### src/rtl/fwd_hazard_unit.sv
// ---------------------------------------------------------------------------
// fwd_hazard_unit
//   Forwarding and load-use hazard unit for the pipelined CPU. Internal shadow
//   registers follow each in-flight instruction's destination through EX, MEM
//   and WB. From that state the unit produces the per-operand EX forwarding
//   mux selects and a one-cycle load-use stall, and it keeps a saturating
//   count of stall cycles.
//
//   Optional feature: define ZERO_REG_EN to hardwire r0 to zero. With it
//   defined, r0 never matches, so it never forwards and never stalls.
//
// Ports
//   i_clk          rising-edge clock
//   i_rst          synchronous, active-high reset
//   i_id_valid     instruction in ID is real (not a bubble)
//   i_id_rs        ID source registers, operand i at [i*AW +: AW]
//   i_id_rd        ID destination register
//   i_id_regwrite  ID instruction writes the register file
//   i_id_memread   ID instruction is a load
//   i_flush        kill the ID and EX instructions (branch taken)
//   o_ex_fwd_sel   per operand: 00 regfile, 01 WB result, 10 MEM result
//   o_stall        hold PC and IF/ID, insert a bubble into EX
//   o_stall_cnt    saturating count of stall cycles
// ---------------------------------------------------------------------------

// Per-operand lane: computes the forward select and the load-use hit for a
// single operand.
module fwd_hazard_lane #(
    parameter int AW = 3
) (
    input  logic [AW-1:0] i_id_rs,
    input  logic [AW-1:0] i_ex_rs,
    input  logic          i_ex_vld,
    input  logic [AW-1:0] i_ex_rd,
    input  logic          i_mem_vld,
    input  logic          i_mem_rw,
    input  logic          i_mem_ld,
    input  logic [AW-1:0] i_mem_rd,
    input  logic          i_wb_vld,
    input  logic          i_wb_rw,
    input  logic [AW-1:0] i_wb_rd,
    output logic [1:0]    o_sel,
    output logic          o_ld_hit
);
    function automatic logic f_match(input logic [AW-1:0] rd, input logic [AW-1:0] rs);
`ifdef ZERO_REG_EN
        return (rd == rs) && (rd != '0);
`else
        return (rd == rs);
`endif
    endfunction

    // A load in MEM never forwards. The load-use stall makes sure the
    // consumer only reaches EX once the load has moved on to WB.
    always_comb begin
        o_sel = 2'b00;
        if (i_ex_vld) begin
            if (i_mem_vld && i_mem_rw && !i_mem_ld && f_match(i_mem_rd, i_ex_rs))
                o_sel = 2'b10;
            else if (i_wb_vld && i_wb_rw && f_match(i_wb_rd, i_ex_rs))
                o_sel = 2'b01;
        end
    end

    // The caller gates this with the EX valid/regwrite/load qualifiers.
    assign o_ld_hit = f_match(i_ex_rd, i_id_rs);
endmodule

module fwd_hazard_unit #(
    parameter int AW      = 3,
    parameter int NUM_SRC = 2,
    parameter int CNT_W   = 16
) (
    input  logic                  i_clk,
    input  logic                  i_rst,
    input  logic                  i_id_valid,
    input  logic [NUM_SRC*AW-1:0] i_id_rs,
    input  logic [AW-1:0]         i_id_rd,
    input  logic                  i_id_regwrite,
    input  logic                  i_id_memread,
    input  logic                  i_flush,
    output logic [NUM_SRC*2-1:0]  o_ex_fwd_sel,
    output logic                  o_stall,
    output logic [CNT_W-1:0]      o_stall_cnt
);
    typedef struct packed {
        logic          rw;
        logic          ld;
        logic [AW-1:0] rd;
    } ent_t;

    // Valid bits per stage: [0]=EX, [1]=MEM, [2]=WB.
    logic [2:0]                   r_vld_pipe;
    ent_t                         r_ex, r_mem, r_wb;
    logic [NUM_SRC-1:0][AW-1:0]   r_ex_rs;
    logic [CNT_W-1:0]             r_cnt;
    logic [NUM_SRC-1:0]           w_ld_hit;
    logic                         w_stall;

    for (genvar g = 0; g < NUM_SRC; g++) begin : g_lane
        fwd_hazard_lane #(.AW(AW)) u_lane (
            .i_id_rs   (i_id_rs[g*AW +: AW]),
            .i_ex_rs   (r_ex_rs[g]),
            .i_ex_vld  (r_vld_pipe[0]),
            .i_ex_rd   (r_ex.rd),
            .i_mem_vld (r_vld_pipe[1]),
            .i_mem_rw  (r_mem.rw),
            .i_mem_ld  (r_mem.ld),
            .i_mem_rd  (r_mem.rd),
            .i_wb_vld  (r_vld_pipe[2]),
            .i_wb_rw   (r_wb.rw),
            .i_wb_rd   (r_wb.rd),
            .o_sel     (o_ex_fwd_sel[g*2 +: 2]),
            .o_ld_hit  (w_ld_hit[g])
        );
    end

    // Flush overrides the stall: the consumer being held is killed anyway.
    assign w_stall = i_id_valid & r_vld_pipe[0] & r_ex.rw & r_ex.ld & (|w_ld_hit) & ~i_flush;

    always_ff @(posedge i_clk) begin
        if (i_rst) begin
            r_vld_pipe <= '0;
            r_ex       <= '0;
            r_mem      <= '0;
            r_wb       <= '0;
            r_ex_rs    <= '0;
            r_cnt      <= '0;
        end else begin
            r_vld_pipe[2] <= r_vld_pipe[1];
            r_wb          <= r_mem;

            if (i_flush) begin
                r_vld_pipe[1] <= 1'b0;
                r_mem         <= '0;
            end else begin
                r_vld_pipe[1] <= r_vld_pipe[0];
                r_mem         <= r_ex;
            end

            if (i_flush || w_stall) begin
                r_vld_pipe[0] <= 1'b0;
                r_ex          <= '0;
                r_ex_rs       <= '0;
            end else begin
                r_vld_pipe[0] <= i_id_valid;
                r_ex          <= '{rw: i_id_regwrite, ld: i_id_memread, rd: i_id_rd};
                r_ex_rs       <= i_id_rs;
            end

            if (w_stall && (r_cnt != '1))
                r_cnt <= r_cnt + CNT_W'(1);
        end
    end

    assign o_stall     = w_stall;
    assign o_stall_cnt = r_cnt;
endmodule
### config.mk
export PLATFORM = sky130hd
export DESIGN_NAME = fwd_hazard_unit
export DESIGN_NICKNAME = d
export VERILOG_FILES = /design/src/rtl/fwd_hazard_unit.sv
export SDC_FILE = /design/constraint.sdc
export NUM_CORES = 1
export LEC_CHECK = 0
export ABC_CLOCK_PERIOD_IN_PS = 3200
export CAP_MARGIN = 30
export CORE_AREA = 2 2 51 76
export DETAILED_ROUTE_END_ITERATION = 6
export DIE_AREA = 0 0 53 78
export PLACE_DENSITY = 0.78
export SETUP_SLACK_MARGIN = 0.4
export SLEW_MARGIN = 0
export SYNTH_ARGS = -nofsm -noshare
export SYNTH_HDL_FRONTEND = slang
export SYNTH_SLANG_ARGS = --single-unit
### constraint.sdc
create_clock -name i_clk -period 3.2 [get_ports i_clk]
set_clock_uncertainty 0.05 [all_clocks]
set_input_delay 0.64 -clock i_clk [delete_from_list [all_inputs] [get_ports i_clk]]
set_output_delay 0.64 -clock i_clk [all_outputs]
set_load 0.005 [all_outputs]
* After elaboration in Yosys (flattened, before gate mapping)
Cells that the tools add are included.
** Cells by class
- Equal/unequal tests :: 7
- Muxes and demuxes :: 6
- Add/subtract/negate cells :: 1
- Reductions and logical operators :: 13
- Bitwise gates (word level) :: 6
** Operator list (number)
- equality test 3 bit :: 6
- adder 16 x 1 -> 16 bit (second input constant) :: 1
- inequality test 16 bit (second input constant) :: 1
- logical AND 1 bit :: 8
- 2-to-1 mux 2 bit :: 4
- OR reduction 2 bit :: 3
- bitwise AND 1 bit :: 5
- 2-to-1 mux 1 bit :: 2
- zero test 1 bit :: 1
- logical OR 1 bit :: 1
- inverter 1 bit :: 1
** Storage, ports and cells
- Logic and storage cells :: 47
- Flip-flop bits (word level) :: 39

* Depth between registers and ports, before layout
Gate-level depths: netlist of run 1.
- Word-level depth :: 7
- Gate-level depth with buffers :: 8
- Depth with buffers taken out :: 6

* By module
From an unflattened synthesis of run 1, not the netlist that was laid out.
** Second synthesis, totals
- Cell total of the unflattened synthesis :: 190
- Area, all modules :: 1759.2 um^2
** Modules (own cells, without submodules)
- fwd_hazard_unit :: cells an instance 160, instances 1, sequential area each 780.7 um^2, area an instance 1514.0 um^2
- fwd_hazard_lane :: cells an instance 15, instances 2, sequential area each 0.0 um^2, area an instance 122.6 um^2

* Worst setup path before layout of run 1
No wires, ideal clock.
- Kind :: in2out
- Start point :: input i_id_rs[0]
- End point :: output o_stall
- Stages :: 5
- Data required time :: 2.510 ns
- Arrival :: 1.579 ns
- Setup slack :: 0.931 ns
- Cells stage by stage :: xor2_1 nor3_2 o21ai_4 buf_2 inv_1
** Between the ends
- Cells in the longest elaborated chain, start to end :: 4
** RTL lines
- start: declaration :: RTL line 77 : input logic [NUM_SRC*AW-1:0] i_id_rs,
- equality test 3 bit :: RTL line 49 : return (rd == rs);
- OR reduction 2 bit :: RTL line 119 : assign w_stall = i_id_valid & r_vld_pipe[0] & r_ex.rw & r_ex.ld & (|w_ld_hit) & ~i_flush;
- bitwise AND 1 bit (2 in series) :: RTL line 119
- end: declaration :: RTL line 83 : output logic o_stall,
Every way passes these cells.

* Worst setup path in the final report of run 1
- Start point :: input i_id_rs[3]
- End point :: output o_stall
The elaborated chain is that of the path after synthesis.

==> results of run 1 <==
worst register-to-register path: stages, from the launching register on:
cell and delay [ns]:
dfxtp_1 0.42, ha_1 0.22, nand4_1 0.19, or4_1 0.75, clkinv_4 0.18, nor3_2 0.07, mux2_4 0.29
flip-flops by register name, indices dropped and copies added, names as in the netlist:
name / count
o_stall_cnt: 16
r_ex: 5
r_ex_rs: 6
r_mem: 5
r_vld_pipe: 3
r_wb: 4
power by group through the flow:
stage	registers (mW)	logic [mW]	clock network (mW)
detailed placement	0.511	0.0590	0
floorplan	0.509	0.0299	0
CTS	0.500	0.0611	0.482
global route	0.500	0.0652	0.509
global placement	0.510	0.0573	0
finish	0.500	0.0608	0.478
logic make-up (layout without fill, tap and decap cells):
| group | count (synthesis) | count (layout) | synth area share (%) |
|---|---|---|---|
| and+or+nand+nor | 92 | 92 | 30.7 |
| DFF | 39 | 39 | 43.5 |
| AOI/OAI and AO/OA | 26 | 26 | 10.2 |
| xor gates and xnor gates | 19 | 19 | 9.27 |
| buffers and inverters | 11 | 52 | 3.97 |
| muxes | 2 | 2 | 1.67 |
| adders and majority gates | 1 | 1 | 0.697 |
stage by stage:
step,area (um2),setup WS [ns]
3_5_place_dp,2180,0.226
2_1_floorplan,1800,0.931
4_1_cts,2320,0.522
6_report,2320,0.526
3_3_place_gp,2180,0.248
5_1_grt,2320,0.472
cell usage after synthesis, drive strengths merged, types with 6 or more instances:
cell   count  share of area, %
dfxtp     39                43
and2      20               7.0
xor2      15               7.3
nand3     10               2.8
nor2      10               2.1
nor2b     10               3.5
nor3      10               4.3
nand2      8               1.7
a21oi      7               2.0
o21ai      7               2.6
nor4       6               2.1
or4        6               2.5
how the worst max path moves through the flow:
stage | from | endpoint | slack, ns | depth (start not counted)
after floorplan | i_id_rs[0] | o_stall | 0.93 | 5
after global placement | i_id_valid | o_stall | 0.25 | 6
after detailed placement | i_id_valid | o_stall | 0.23 | 6
after CTS | i_id_rs[4] | o_stall | 0.52 | 6
after global routing | i_id_rs[1] | o_stall | 0.47 | 6
final | i_id_rs[3] | o_stall | 0.53 | 6
timing repair:
action	in CTS	in global routing
gates resized for setup	3	0
setup buffers	1	0
setup endpoints to repair	1	0
area by class of cell:
| cell class | instances | area (um2) | area share (%) |
|---|---|---|---|
| Timing Repair Buffer | 40 | 387 | 16.7 |
| Sequential cell | 39 | 781 | 33.7 |
| Clock inverter | 2 | 60.1 | 2.59 |
| Inverter | 4 | 20.0 | 0.863 |
| Clock buffer | 6 | 72.6 | 3.13 |
| Multi-Input combinational cell | 140 | 946 | 40.8 |
| Tap cell | 42 | 52.6 | 2.27 |
per-layer routing:
metal	global-route usage, %	vias to the layer above	part of all wire (%)
met5	0	-	0
met4	10.0	0	2.7
met3	5.38	11	4.1
met2	42.5	51	55
met1	21.0	711	38
li1	-	750	-
==> flow_summary.ini, run 1 <==
[outcome]
status = complete, no violations

[sta]
worstMarginPinSlew_ns = 0.415
hold_violations = 0
slew_viol_final = 0
slew_headroom_pct = 72.1
max_freq_ghz = 0.374
fin_setup_tns_ns = 0
period_needed_ns = 2.67
setup_viol = 0
hold_ws_ns = 0.419
rsz0062_at_grt = false
fin_crit_sh_pct = 83.6

[routing]
vias = 1523
drt-total-wl_um = 4230
drtPass1Iterations = 4
drtAntennaViolNets = 0
drt_iter0_markers = 37
wl_per_cell_um = 15.5
via_per_inst = 5.58
drc = 0

[clocking]
clkTransAtPathRegs_ns = 0.07
clk_latency_ns = 0.29
cts_tree = done
cts_made_buffers = 5
cts.sinks = 39
clockBufferDepth = 2
hold_buffers = 0
htreeDepth = 2
clock-root-buffer = clkbuf_8

[global_route]
antenna_found_initial = 0
grt_pass1_vias = 1587
grt.overflow.total = 0
grt_pass1_wl_um = 6770
grt_max_degree = 27
grt.total_usage_pct = 22.3

[pwr]
netSwitchingPower_uw = 201
total_power_mw = 1.04
power.leakage_nw = 0.889
pwr-share-clk_pct = 46.0
sw_frac_of_total_pct = 19.4
p_int_uw = 837
comb_power_share_pct = 5.9
irDropWorstVdd_mv = 0.316
cellPowerDensity_nw_per_um2 = 448
p_seq_share_pct = 48.1

[setup_path]
crit_required_ns = 2.51
start_kind = input port
r2r-end = o_stall_cnt[3]
rr_startpoint = o_stall_cnt[0]
cpPeakStageDelay_ns = 0.50
path_buf_inv = 3
reg2regPathDepth = 6
cp_max_fo = 4
cp_slowest_cell = clkdlybuf4s50_1
crit_family = buffers and inverters
critical_path_arrival_ns = 1.98
regToRegSetupSlack_ns = 0.92
cp-end-kind = output pin
crit_chain = clkdlybuf4s50_1, xor2_1, nor3_4, o21ai_4, inv_2, dlygate4sd2_1
critPathKind = input port to output pin

[hold_path]
min_delay_path_depth = 1
holdPathEnd = r_wb[4]
hold_class = register to register
min_from = r_mem[4]

[floorplanning]
core_area_um2 = 3420
io_pins = 36
chipWidth_um = 53
dieArea_um2 = 4130
row_count = 26
start_util_pct = 52.6
die_h_um = 78

[synth]
syn-num-nets = 206
ys_ff_latch = 39
ys_types = 41
synth_flop_cell = dfxtp_1
ys_warn_count = 0
synth-edff-count = 0
syn_avg_cell_area_um2 = 9.45
async_flop_share_pct = 0
netlist_instances = 190
syn-cell-area_um2 = 1800
yosysSeqAreaShare_pct = 43.5

[final_layout]
syn2layout_area_growth_pct = 29.1
layout-drive-gt1-share_pct = 11.3
layout.nets = 246
fillers = 292
antenna_cells = 0
final_cell_mix = 39 x dfxtp_1, 34 x clkdlybuf4s50_1, 20 x and2_1
final_util_pct = 67.9
mostFrequentLayoutCell = dfxtp_1
finalNonFillerCells = 273

[place]
dp_hpwl_um = 3040
dp_cells = 264
io_buffer_count = 35
globalplace.congestion = 0.853

[job]
maxCapViolCount = 0
No activity file was read; power rests on OpenSTA's default activity.
==> inputs of run 2 (changes only) <==
Settings changed: ABC_CLOCK_PERIOD_IN_PS 3200 to 2500, CORE_AREA 2 2 51 76 to 2 2 52 79, DIE_AREA 0 0 53 78 to 0 0 54 81, PLACE_DENSITY 0.78 to 0.74.
Clock period 3.2 ns to 2.5 ns, I/O delays scaled along.
==> flow_summary.ini, run 2 (same netlist as run 1, synthesis figures left out) <==
[sta]
setup_viol = 0
slew_viol_final = 0
hold_ws_ns = 0.427
rsz0062_at_grt = true
slew_headroom_pct = 79.0
hold_violations = 0
fin_setup_tns_ns = 0
worstMarginPinSlew_ns = 0.314
fin_crit_sh_pct = 83.8
max_freq_ghz = 0.477
period_needed_ns = 2.09

[setup_path]
cpPeakStageDelay_ns = 0.29
critPathKind = register to output pin
critical_path_arrival_ns = 1.54
start_kind = register
cp-end-kind = output pin
crit_chain = nand3b_1, buf_4, nor4_4, buf_4, and2_1, dlymetal6s2s_1
cp_slowest_cell = dfxtp_1
crit_required_ns = 1.95
path_common_cell = buf_4
cp_max_fo = 2

[routing]
drc = 0
wl_per_cell_um = 14.3
drtAntennaViolNets = 0
vias = 1566
drtPass1Iterations = 4
via_per_inst = 5.44
drt-total-wl_um = 4130
drt_iter0_markers = 32

[place]
io_buffer_count = 35
dp_hpwl_um = 2980
globalplace.congestion = 0.835
post_dp_cell_area_um2 = 2230
dp_cells = 274

[pwr]
power.leakage_nw = 1.03
sw_frac_of_total_pct = 19.5
p_seq_share_pct = 48.2
netSwitchingPower_uw = 259
irDropWorstVdd_mv = 0.437
pwr-share-clk_pct = 45.8
cellPowerDensity_nw_per_um2 = 529
p_int_mw = 1.07
comb_power_share_pct = 6.1

[floorplanning]
dieArea_um2 = 4370
chipWidth_um = 54
die_h_um = 81
core_area_um2 = 3780
row_count = 28
io_pins = 36
start_util_pct = 47.5

[clocking]
clock-root-buffer = clkbuf_8
clkTransAtPathRegs_ns = 0.07
hold_buffers = 0
cts_tree = done
cts_made_buffers = 5
clockBufferDepth = 2
htreeDepth = 2
cts.sinks = 39
clk_latency_ns = 0.28

[global_route]
grt_pass1_vias = 1452
grt.total_usage_pct = 21.0
grt.overflow.total = 0
grt_max_degree = 14
antenna_found_initial = 0
grt_pass1_wl_um = 6600

[final_layout]
final_area_um2 = 2520
final_cell_mix = 35 x dfxtp_1, 23 x clkdlybuf4s50_1, 20 x and2_1
layout.nets = 258
largest_reg_flops = 16
antenna_cells = 0
syn2layout_area_growth_pct = 40.2
layout-drive-gt1-share_pct = 22.6
fillers = 320
multi_input_area_um2 = 1030
register_area_um2 = 786
mostFrequentLayoutCell = dfxtp_1
finalNonFillerCells = 288

[job]
maxCapViolCount = 0

[outcome]
status = complete, no violations

[hold_path]
hold_class = register to register
-- run 2: routing by layer --
metal / vias up / track usage (%) / share of wire, %
li1: 771 / - / -
met1: 736 / 22.4 / 38
met2: 53 / 39.4 / 57
met3: 6 / 4.78 / 4.1
met4: 0 / 6.00 / 1.2
met5: - / 0 / 0
-- run 2: worst paths after layout --
kind,end,startpoint,cells past startpoint,slack [ns]
max,o_ex_fwd_sel[1],r_mem[3],6,0.41
min,r_wb[4],r_mem[4],1,0.43
max reg2reg,o_stall_cnt[3],o_stall_cnt[0],6,0.49
min reg2reg,r_wb[4],r_mem[4],1,0.43
-- run 2: critical path: cells and delay by family, from the launching register on --
kind          cells  cell delay, ns
flops             1            0.29
buf+inv           3            0.43
simple gates      3            0.53
-- run 2: stage by stage --
step | util [%] | total power [mW] | setup slack [ns]
after global placement | 59.0 | 0.732 | -0.113
after floorplan | - | 0.690 | 0.475
after CTS | 64.6 | 1.34 | 0.174
after detailed placement | 59.0 | 0.733 | -0.142
after global routing | 66.5 | 1.39 | 0.317
final | 66.5 | 1.33 | 0.406
-- run 2: timing repair --
item / in CTS / in global routing
cloned: 0 / 0
resized for setup: 23 / 17
setup endpoints to repair: 15 / 13
pin swaps: 10 / 7
buffers inserted: 3 / 3
-- run 2: area by class of cell --
class,count,share of cell area [%]
clock inverters,2,2.39
inverters,4,0.795
multi-input cells,140,41.1
well taps,45,2.24
clock buffers,6,2.88
flip-flops and latches,39,31.2
repair buffers,52,19.4
-- run 2: power groups by stage --
| stage | sequential (mW) | combinational (mW) | clock, mW |
|---|---|---|---|
| after floorplan | 0.652 | 0.0383 | 0 |
| after detailed placement | 0.654 | 0.0785 | 0 |
| after global routing | 0.643 | 0.0889 | 0.654 |
| final | 0.642 | 0.0810 | 0.609 |
| after CTS | 0.641 | 0.0805 | 0.619 |
| after global placement | 0.654 | 0.0781 | 0 |
